<file path="config.mk">
export PLATFORM = sky130hd
export DESIGN_NAME = grid_mem_arbiter
export DESIGN_NICKNAME = d
export VERILOG_FILES = /design/src/rtl/grid_pkg.sv /design/src/rtl/grid_clear_seq.sv /design/src/rtl/grid_mem_arbiter.sv
export SDC_FILE = /design/constraint.sdc
export NUM_CORES = 1
export LEC_CHECK = 0
export CAP_MARGIN = 0
export CORE_UTILIZATION = 41
export DETAILED_ROUTE_END_ITERATION = 10
export PLACE_DENSITY = 0.95
export SLEW_MARGIN = 20
export SYNTH_ARGS = -nofsm -noshare
export SYNTH_HDL_FRONTEND = slang
export SYNTH_HIERARCHICAL = 1
export SYNTH_SLANG_ARGS = --single-unit
</file>
<file path="constraint.sdc">
create_clock -name gfx_clk -period 5.4 [get_ports gfx_clk]
set_input_delay 0.54 -clock gfx_clk [delete_from_list [all_inputs] [get_ports gfx_clk]]
set_output_delay 0.54 -clock gfx_clk [all_outputs]
set_load 0.05 [all_outputs]
</file>
<file path="src/rtl/grid_pkg.sv">
// Shared sizing and clear-sequencer state type for the grid memory blocks.
package grid_pkg;
  localparam int ROWS   = 20;
  localparam int COLS   = 14;
  localparam int ADDR_W = 5;

  typedef enum logic [0:0] {
    IDLE  = 1'b0,
    CLEAR = 1'b1
  } clr_state_e;
endpackage

</file>
<file path="src/rtl/grid_clear_seq.sv">
// Grid clear sequencer: walks rows 0..ROWS-1 issuing zero writes, pausing
// whenever the arbiter gives the slot to the display.
module grid_clear_seq
  import grid_pkg::*;
#(
  parameter int ROWS = grid_pkg::ROWS
) (
  input  logic              gfx_clk,
  input  logic              rst,
  input  logic              start_i,
  input  logic              yield_i,
  output logic              busy_o,
  output logic              we_o,
  output logic [ADDR_W-1:0] row_o
);

  localparam logic [ADDR_W-1:0] LAST_ROW = ADDR_W'(ROWS - 1);

  clr_state_e        state_q;
  logic              busy_q;
  logic [ADDR_W-1:0] row_q;

  always_ff @(posedge gfx_clk) begin
    if (rst) begin
      state_q <= IDLE;
      busy_q  <= 1'b0;
      row_q   <= '0;
    end else begin
      case (state_q)
        IDLE: begin
          if (start_i) begin
            state_q <= CLEAR;
            busy_q  <= 1'b1;
            row_q   <= '0;
          end
        end
        CLEAR: begin
          // A yielded cycle leaves the counter parked on the same row.
          if (!yield_i) begin
            if (row_q == LAST_ROW) begin
              state_q <= IDLE;
              busy_q  <= 1'b0;
              row_q   <= '0;
            end else begin
              row_q <= row_q + ADDR_W'(1);
            end
          end
        end
        default: begin
          state_q <= IDLE;
          busy_q  <= 1'b0;
          row_q   <= '0;
        end
      endcase
    end
  end

  assign busy_o = busy_q;
  assign we_o   = busy_q && !yield_i;
  assign row_o  = row_q;

endmodule

</file>
<file path="src/rtl/grid_mem_arbiter.sv">
// Single-port grid RAM arbiter: display fetch > clear sequencer > game logic,
// one RAM access per cycle, out-of-grid addresses never reach the RAM.
module grid_mem_arbiter
  import grid_pkg::*;
#(
  parameter int ROWS = grid_pkg::ROWS,
  parameter int COLS = grid_pkg::COLS
) (
  input  logic              gfx_clk,
  input  logic              rst,
  input  logic              disp_fetch,
  input  logic [ADDR_W-1:0] disp_addr,
  output logic [COLS-1:0]   disp_data,
  output logic              disp_overrun,
  input  logic              game_req,
  input  logic              game_we,
  input  logic [ADDR_W-1:0] game_addr,
  input  logic [COLS-1:0]   game_wdata,
  output logic              game_gnt,
  output logic              game_rvalid,
  output logic [COLS-1:0]   game_rdata,
  input  logic              clr_start,
  output logic              clr_busy,
  output logic [ADDR_W-1:0] mem_addr,
  output logic              mem_we,
  output logic [COLS-1:0]   mem_wdata,
  input  logic [COLS-1:0]   mem_rdata
);

  function automatic logic in_grid(input logic [ADDR_W-1:0] a);
    return 32'(a) < ROWS;
  endfunction

  logic              pend_q, pend_d;
  logic              overrun_q, overrun_d;
  logic              inflight_q;
  logic              disp_oob_q;
  logic              rvalid_q;
  logic              game_oob_q;
  logic [ADDR_W-1:0] disp_addr_q;
  logic [COLS-1:0]   disp_data_q;

  logic              disp_issue;
  logic              clr_we;
  logic [ADDR_W-1:0] clr_row;

  // A new display read waits until the previous one has returned its data,
  // so each fetch owns the mem_rdata cycle that follows its issue.
  assign disp_issue = pend_q && !inflight_q;

  grid_clear_seq #(
    .ROWS(ROWS)
  ) u_clear (
    .gfx_clk (gfx_clk),
    .rst     (rst),
    .start_i (clr_start),
    .yield_i (disp_issue),
    .busy_o  (clr_busy),
    .we_o    (clr_we),
    .row_o   (clr_row)
  );

  // An arriving fetch also holds off the game so the display wins the next slot.
  assign game_gnt = !rst && game_req && !disp_fetch && !pend_q && !clr_busy;

  always_comb begin
    mem_addr  = '0;
    mem_we    = 1'b0;
    mem_wdata = '0;
    if (!rst) begin
      if (disp_issue) begin
        if (in_grid(disp_addr_q)) mem_addr = disp_addr_q;
      end else if (clr_we) begin
        mem_we   = 1'b1;
        mem_addr = clr_row;
      end else if (game_gnt && in_grid(game_addr)) begin
        mem_addr  = game_addr;
        mem_we    = game_we;
        mem_wdata = game_wdata;
      end
    end
  end

  always_comb begin
    pend_d    = pend_q;
    overrun_d = overrun_q;
    if (disp_fetch) begin
      pend_d = 1'b1;
      if (pend_q && !disp_issue) overrun_d = 1'b1;
    end else if (disp_issue) begin
      pend_d = 1'b0;
    end
  end

  always_ff @(posedge gfx_clk) begin
    if (rst) begin
      pend_q      <= 1'b0;
      overrun_q   <= 1'b0;
      inflight_q  <= 1'b0;
      rvalid_q    <= 1'b0;
      disp_data_q <= '0;
    end else begin
      pend_q     <= pend_d;
      overrun_q  <= overrun_d;
      inflight_q <= disp_issue;
      rvalid_q   <= game_gnt && !game_we;
      if (inflight_q) disp_data_q <= disp_oob_q ? '0 : mem_rdata;
    end
  end

  always_ff @(posedge gfx_clk) begin
    if (disp_fetch) disp_addr_q <= disp_addr;
    disp_oob_q <= !in_grid(disp_addr_q);
    game_oob_q <= !in_grid(game_addr);
  end

  assign disp_data    = disp_data_q;
  assign disp_overrun = overrun_q;
  assign game_rvalid  = rvalid_q;
  assign game_rdata   = (rvalid_q && !game_oob_q) ? mem_rdata : '0;

endmodule
</file>
==> results of run 1 <==
## area by class of cell
| class | instances | area, µm² |
|---|---|---|
| Inverter | 5 | 18.8 |
| Sequential cell | 32 | 691 |
| Clock buffer | 6 | 72.6 |
| Fill cell | 340 | 1230 |
| Tap cell | 50 | 62.6 |
| Timing Repair Buffer | 97 | 966 |
| Clock inverter | 2 | 35.0 |
| Multi-Input combinational cell | 142 | 923 |
## kinds of logic (layout without fill, tap and decap cells)
group,after synthesis,count (layout)
buf+inv,17,110
flops,32,32
fa+ha+maj,1,1
simple gates,97,97
compound gates,44,44
## worst reg2reg max path, stage by stage, from the launching register on
cell	delay, ns
dfxtp_1	0.43
nor2b_1	0.75
and2_4	0.32
o41ai_1	0.09
a221oi_1	0.28
## through the flow
step	utilization [%]	cells	instance area (µm²)
finish	69.2	334	2770
global route	69.2	334	2770
CTS	69.2	334	2770
detailed placement	66.5	326	2660
global placement	66.5	326	2660
floorplan	-	191	1700
## worst max path at each step
stage,slack (ns),endpoint,cells past startpoint,startpoint
2_1_floorplan,2.22,mem_addr[2],4,u_clear/busy_o
3_3_place_gp,1.71,mem_wdata[8],5,disp_fetch
3_5_place_dp,1.65,mem_wdata[8],5,disp_fetch
4_1_cts,1.43,mem_wdata[8],5,pend_q
5_1_grt,1.18,mem_wdata[8],5,pend_q
6_report,1.39,mem_addr[0],6,pend_q
## layout by cell type (no fill, tap or decap)
cell type	count
a21oi_1	25
a221oi_1	6
a31oi_1	1
a41oi_1	1
and2_1	28
and2_4	1
and3b_1	2
buf_4	2
bufinv_16	1
clkbuf_1	1
clkbuf_8	5
clkdlybuf4s50_1	95
clkinv_2	1
dfxtp_1	27
edfxtp_1	5
ha_1	1
inv_1	5
nand2_1	4
nand2b_1	17
nand3_1	1
nand3b_1	15
nand4_1	5
nand4bb_1	1
nor2_1	6
nor2b_1	9
nor3_1	2
nor4b_4	2
o211ai_1	1
o21ai_0	3
o21ai_1	4
o31ai_1	2
o41ai_1	1
or2b_2	1
or3b_1	1
or4_1	2
## registers in the layout, indices dropped and copies added (netlist names)
signal,count
u_clear/row_o,5
inflight_q,1
disp_overrun,1
game_rvalid,1
pend_q,1
game_oob_q,1
u_clear/busy_o,1
disp_data,14
u_clear/state_q,1
disp_oob_q,1
disp_addr_q,5
## report_power, final
group	total (mW)	leakage, nW	internal (mW)	switching (mW)
logic	0.124	0.642	0.0587	0.0652
registers	0.261	0.269	0.252	0.00884
clock network	0.219	0.0552	0.137	0.0824
## layer usage
| layer | GRT usage (%) | part of all wire (%) | up-vias |
|---|---|---|---|
| met5 | 0 | 0 | - |
| met4 | 8.24 | 2.0 | 0 |
| met3 | 5.86 | 8.6 | 9 |
| met2 | 36.2 | 50 | 85 |
| met1 | 23.2 | 39 | 791 |
| li1 | - | - | 866 |
==> qor.yml, run 1 <==
status: "finished clean"
cp_max_fo: 15
rsz0062_at_grt: "false"
min_path_type: "flip-flop to flip-flop"
nNetsFinal: 328
holdWs_ns: 0.472
cpMostUsedCell: "nor2b_1"
slew_headroom_pct: 40.3
totalWireLength_um: 4510
ys.flop_type: "dfxtp_1"
synth_seq_area_share_pct: 40.6
synth_compound_gate_area_share_pct: 15.2
synthTopCellsByArea: "dfxtp_1, and2_1, edfxtp_1"
cts.sinks: 32
gr-total-overflow: 0
drtIter0Drc: 43
h-tree-depth: 2
maxSlewViolCount: 0
p_leak_nw: 0.966
critPathLaunchType: "flip-flop"
ant_nets: 0
dpl.hpwl_um: 3430
clk_pin_slew_ns: 0.06
hold_buffers: 0
syn_nets: 236
antennaDiodeCount: 0
min_to: "disp_data[6]"
cp.arrival_ns: 3.47
clk_latency_ns: 0.28
gp_congestion: 0.916
synth_edf_count: 5
cts_resized: 0
clockBufferDepth: 2
viasPerCell: 5.24
hp-start: "disp_data[6]"
p_per_area_nw_per_um2: 218
post_cts_buffers: 0
worstSetupEndpointType: "primary output"
vdd_drop_max_mv: 0.350
worst-setup-path-type: "flip-flop to primary output"
async_flop_share_pct: 0
cp_top_family: "simple AND/OR/NAND/NOR gates"
syn2layout_area_growth_pct: 62.7
reg2reg_slack_ns: 3.44
r2r_cells: 4
skew_ns: 0.00256
synth.distinct_cells: 32
synth.most_common_cell: "and2_1"
synth_top_cell_by_area: "dfxtp_1"
pre_cts_slack_ns: 1.65
slowest_stage: "clkdlybuf4s50_1"
worstPathCellList: "nor2b_1 > nor2b_1 > nor2b_1 > nand4_1 > a221oi_1 > clkdlybuf4s50_1"
port_buffers: 95
cts_tree: "built"
synthCells: 191
muxShareOfSynthArea_pct: 0
die_area_um2: 4410
maxCapViolCount: 0
synth_fa_ha_area_share_pct: 0.735
clockRootBuffer: "clkbuf_8"
drive_gt1_share_pct: 4.58
worst-slew-pin-transition_ns: 0.894
die_x_um: 66.4
synthSimpleGateAreaFrac_pct: 38.3
synth_top_family_by_area: "simple AND/OR/NAND/NOR gates"
antenna_found_initial: 0
synth-seq-cells: 32
core_area_um2: 4000
grt_use_total_pct: 20.6
std_cell_rows: 23
grt_pass1_wl_um: 6710
max_stage_delay_ns: 0.88
rr_endpoint: "u_clear/row_o[4]"
finalPower_mw: 0.604
syn_area_um2: 1700
synth_top_area_share_pct: 31.8
wl_per_cell_um: 13.5
fmax_mhz: 250
hold_violations: 0
holdPathStages: 2
grt_pass1_vias: 1507
finalCritPeriodShare_pct: 74.2
syn_avg_cell_area_um2: 8.91
worst_slack_ns: 1.39
drc: 0
die_h_um: 66.4
crit_required_ns: 4.86
vias: 1751
post-route-min-period_ns: 4.01
r2r_start: "pend_q"
synthTopCellsByCount: "and2_1, dfxtp_1, a21oi_1"
io_pins: 96
critPathBufInv: 1
setup_tns_ns: 0
start_util_pct: 42.5
yosys_warnings: 6
grt_max_degree: 32
synth_xor_area_share_pct: 0
cts_buffers: 5
final-setup-viol-count: 0
drt_pass1_iterations: 4
Power figures use the tool's default switching activity.
==> run 2, diff against run 1 <==
--- a/config.mk
+++ b/config.mk
@@ -6,9 +6,9 @@
 export NUM_CORES = 1
 export LEC_CHECK = 0
 export CAP_MARGIN = 0
-export CORE_UTILIZATION = 41
+export CORE_UTILIZATION = 35
 export DETAILED_ROUTE_END_ITERATION = 10
-export PLACE_DENSITY = 0.95
+export PLACE_DENSITY = 0.88
 export SLEW_MARGIN = 20
 export SYNTH_ARGS = -nofsm -noshare
 export SYNTH_HDL_FRONTEND = slang
==> constraint.sdc (replaced) <==
create_clock -name gfx_clk -period 3.4 [get_ports gfx_clk]
set_input_delay 0.34 -clock gfx_clk [delete_from_list [all_inputs] [get_ports gfx_clk]]
set_output_delay 0.34 -clock gfx_clk [all_outputs]
set_load 0.05 [all_outputs]
==> run 2 against run 1 <==
Setup slack got worse by 0.88 ns. Power increased by 57%. Final cell count up 1.5%. Sequential share of layout area shrank 1.8 points. Register-to-register slack worse by 1.6 ns. Sequential power rose by 59%. Critical endpoint is now mem_addr[2]. Largest power group unchanged.
==> qor.yml, run 2 (synthesis gave the netlist of run 1 again) <==
multiInputGateArea_um2: 923  # unchanged
largest_reg_flops: 14  # unchanged
syn2layout_area_growth_pct: 75.4
clk_latency_ns: 0.28  # about the same
vias: 1765  # +0.80%
die_h_um: 71.7  # +8.0%
fmax_mhz: 347
internal_power_mw: 0.693  # +55%
max_stage_delay_ns: 0.67  # -0.21 ns
pwr-share-comb_pct: 22.6  # +2.1 points
totalWireLength_um: 4760  # +5.7%
hold_buffers: 0  # unchanged
antennaDiodeCount: 0  # unchanged
worstSetupEndpointType: "primary output"
wl_per_cell_um: 14.1  # +4.1%
placed_cell_area_um2: 2880  # +8.4%
worstPathCellList: "nor2b_1 > buf_4 > nor2b_1 > a21oi_1 > a221oi_1 > buf_12"
cts_resized: 0  # unchanged
grt_use_total_pct: 18.7  # -1.9 points
worst-slew-pin-transition_ns: 0.851  # -0.0426 ns
cp_top_family: "simple AND/OR/NAND/NOR gates"
core_area_um2: 4690  # +17%
min_path_type: "flip-flop to flip-flop"
grt_pass1_vias: 1546  # +2.6%
viasPerCell: 5.21  # -0.69%
post-route-min-period_ns: 2.88
holdPathStages: 2  # unchanged
seq_power_share_pct: 43.7  # +0.5 points
clockBufferDepth: 2  # unchanged
h-tree-depth: 2  # unchanged
maxCapViolCount: 0  # unchanged
cts_buffers: 5  # unchanged
die_area_um2: 5140  # +17%
rsz0062_at_grt: "false"
layout_commonest_cell: "clkdlybuf4s50_1"
post_cts_buffers: 0  # unchanged
hold_violations: 0  # unchanged
maxSlewViolCount: 0  # unchanged
antenna_found_initial: 0  # unchanged
slew_headroom_pct: 43.1  # +2.8 points
worst-setup-path-type: "flip-flop to primary output"
cpMostUsedCell: "nor2b_1"
p_leak_nw: 1.07  # +11%
clockRootBuffer: "clkbuf_8"
std_cell_rows: 25  # +8.7%
final_area_um2: 2980  # +7.8%
critPathLaunchType: "flip-flop"
clkPwrFrac_pct: 33.7  # -2.6 points
cts.sinks: 32  # unchanged
drt_pass1_iterations: 4  # unchanged
critPathBufInv: 2  # +1
ant_nets: 0  # unchanged
dpl.hpwl_um: 3680  # +7.4%
io_pins: 96  # unchanged
cts_tree: "built"
p_per_area_nw_per_um2: 318  # +46%
start_util_pct: 36.3  # -6.3 points
final-setup-viol-count: 0  # unchanged
clk_pin_slew_ns: 0.07  # about the same
nNetsFinal: 329  # +0.30%
p_switching_mw: 0.255  # +63%
p_sw_share_pct: 26.9  # +1.1 points
finalCritPeriodShare_pct: 84.8
cp_num_cells: 6  # unchanged
drtIter0Drc: 56  # +30%
vdd_drop_max_mv: 0.270  # -23%
cp_max_fo: 15  # unchanged
skew_ns: 0.00887  # +0.00631 ns
crit_required_ns: 3.06  # -1.80 ns
die_x_um: 71.7  # +8.0%
grt_pass1_wl_um: 7450  # +11%
drc: 0  # unchanged
r2r_cells: 5  # +1
cp.arrival_ns: 2.54  # -0.93 ns
drive_gt1_share_pct: 12.3  # +7.7 points
slowest_stage: "nor2b_1"
gr-total-overflow: 0  # unchanged
num-fill-cells: 376  # +11%
status: "finished clean"
final_cell_mix: "clkdlybuf4s50_1, and2_1, dfxtp_1, a21oi_1, buf_12"
gp_congestion: 0.869  # -5.1%
port_buffers: 95  # unchanged
setup_tns_ns: 0  # unchanged
grt_max_degree: 32  # unchanged
seq_area_um2: 691  # unchanged
[run 2: changes by cell type in the layout (fill, tap and decap cells not counted)]
cell / before / now
clkdlybuf4s50_1: 95 / 74
bufinv_16: 1 / 0
buf_12: 0 / 21
clkinv_2: 1 / 0
buf_4: 2 / 3
clkbuf_8: 5 / 7
[run 2: final timing paths]
path	to	startpoint	slack, ns
min	disp_data[6]	disp_data[6]	0.47
max reg2reg	u_clear/row_o[3]	pend_q	1.80
max	mem_addr[2]	pend_q	0.52
min reg2reg	disp_data[6]	disp_data[6]	0.47
[run 2: layout make-up]
| cell class | count | share of cell area (%) |
|---|---|---|
| Tap cell | 54 | 2.26 |
| Inverter | 5 | 0.629 |
| Sequential cell | 32 | 23.1 |
| Multi-Input combinational cell | 142 | 30.9 |
| Clock buffer | 8 | 3.35 |
| Timing Repair Buffer | 98 | 39.7 |
[run 2: stage by stage]
| stage | cells | util, % | hold slack, ns | setup slack [ns] | power (mW) |
|---|---|---|---|---|---|
| after global routing | 339 | 63.6 | 0.485 | 0.404 | 0.994 |
| after CTS | 339 | 63.6 | 0.469 | 0.543 | 0.960 |
| after global placement | 331 | 61.5 | 0.454 | 0.688 | 0.635 |
| final | 339 | 63.6 | 0.469 | 0.518 | 0.948 |
| after floorplan | 191 | - | 0.409 | 0.421 | 0.527 |
| after detailed placement | 331 | 61.5 | 0.458 | 0.599 | 0.638 |
[run 2: power by group through the flow]
stage               Sequential [mW]  Combinational, mW  Clock [mW]
detailed placement            0.423              0.215           0
CTS                           0.415              0.215       0.330
global route                  0.417              0.226       0.351
floorplan                     0.439             0.0882           0
global placement              0.423              0.212           0
finish                        0.415              0.214       0.319
[run 2: worst reg2reg max path, stage by stage (launching register included)]
cell and delay, ns:
dfxtp_1 0.39, nor2b_1 0.16, buf_4 0.17, and2_4 0.19, or4_1 0.47, a21oi_1 0.15
[run 2: metal layers]
| metal | GRT usage, % | routed length (µm) | vias up |
|---|---|---|---|
| met5 | 0 | 0 | - |
| met1 | 22.8 | 1900 | 814 |
| met2 | 31.3 | 2440 | 85 |
| met3 | 5.06 | 352 | 6 |
| met4 | 7.63 | 67 | 0 |
| li1 | - | - | 860 |
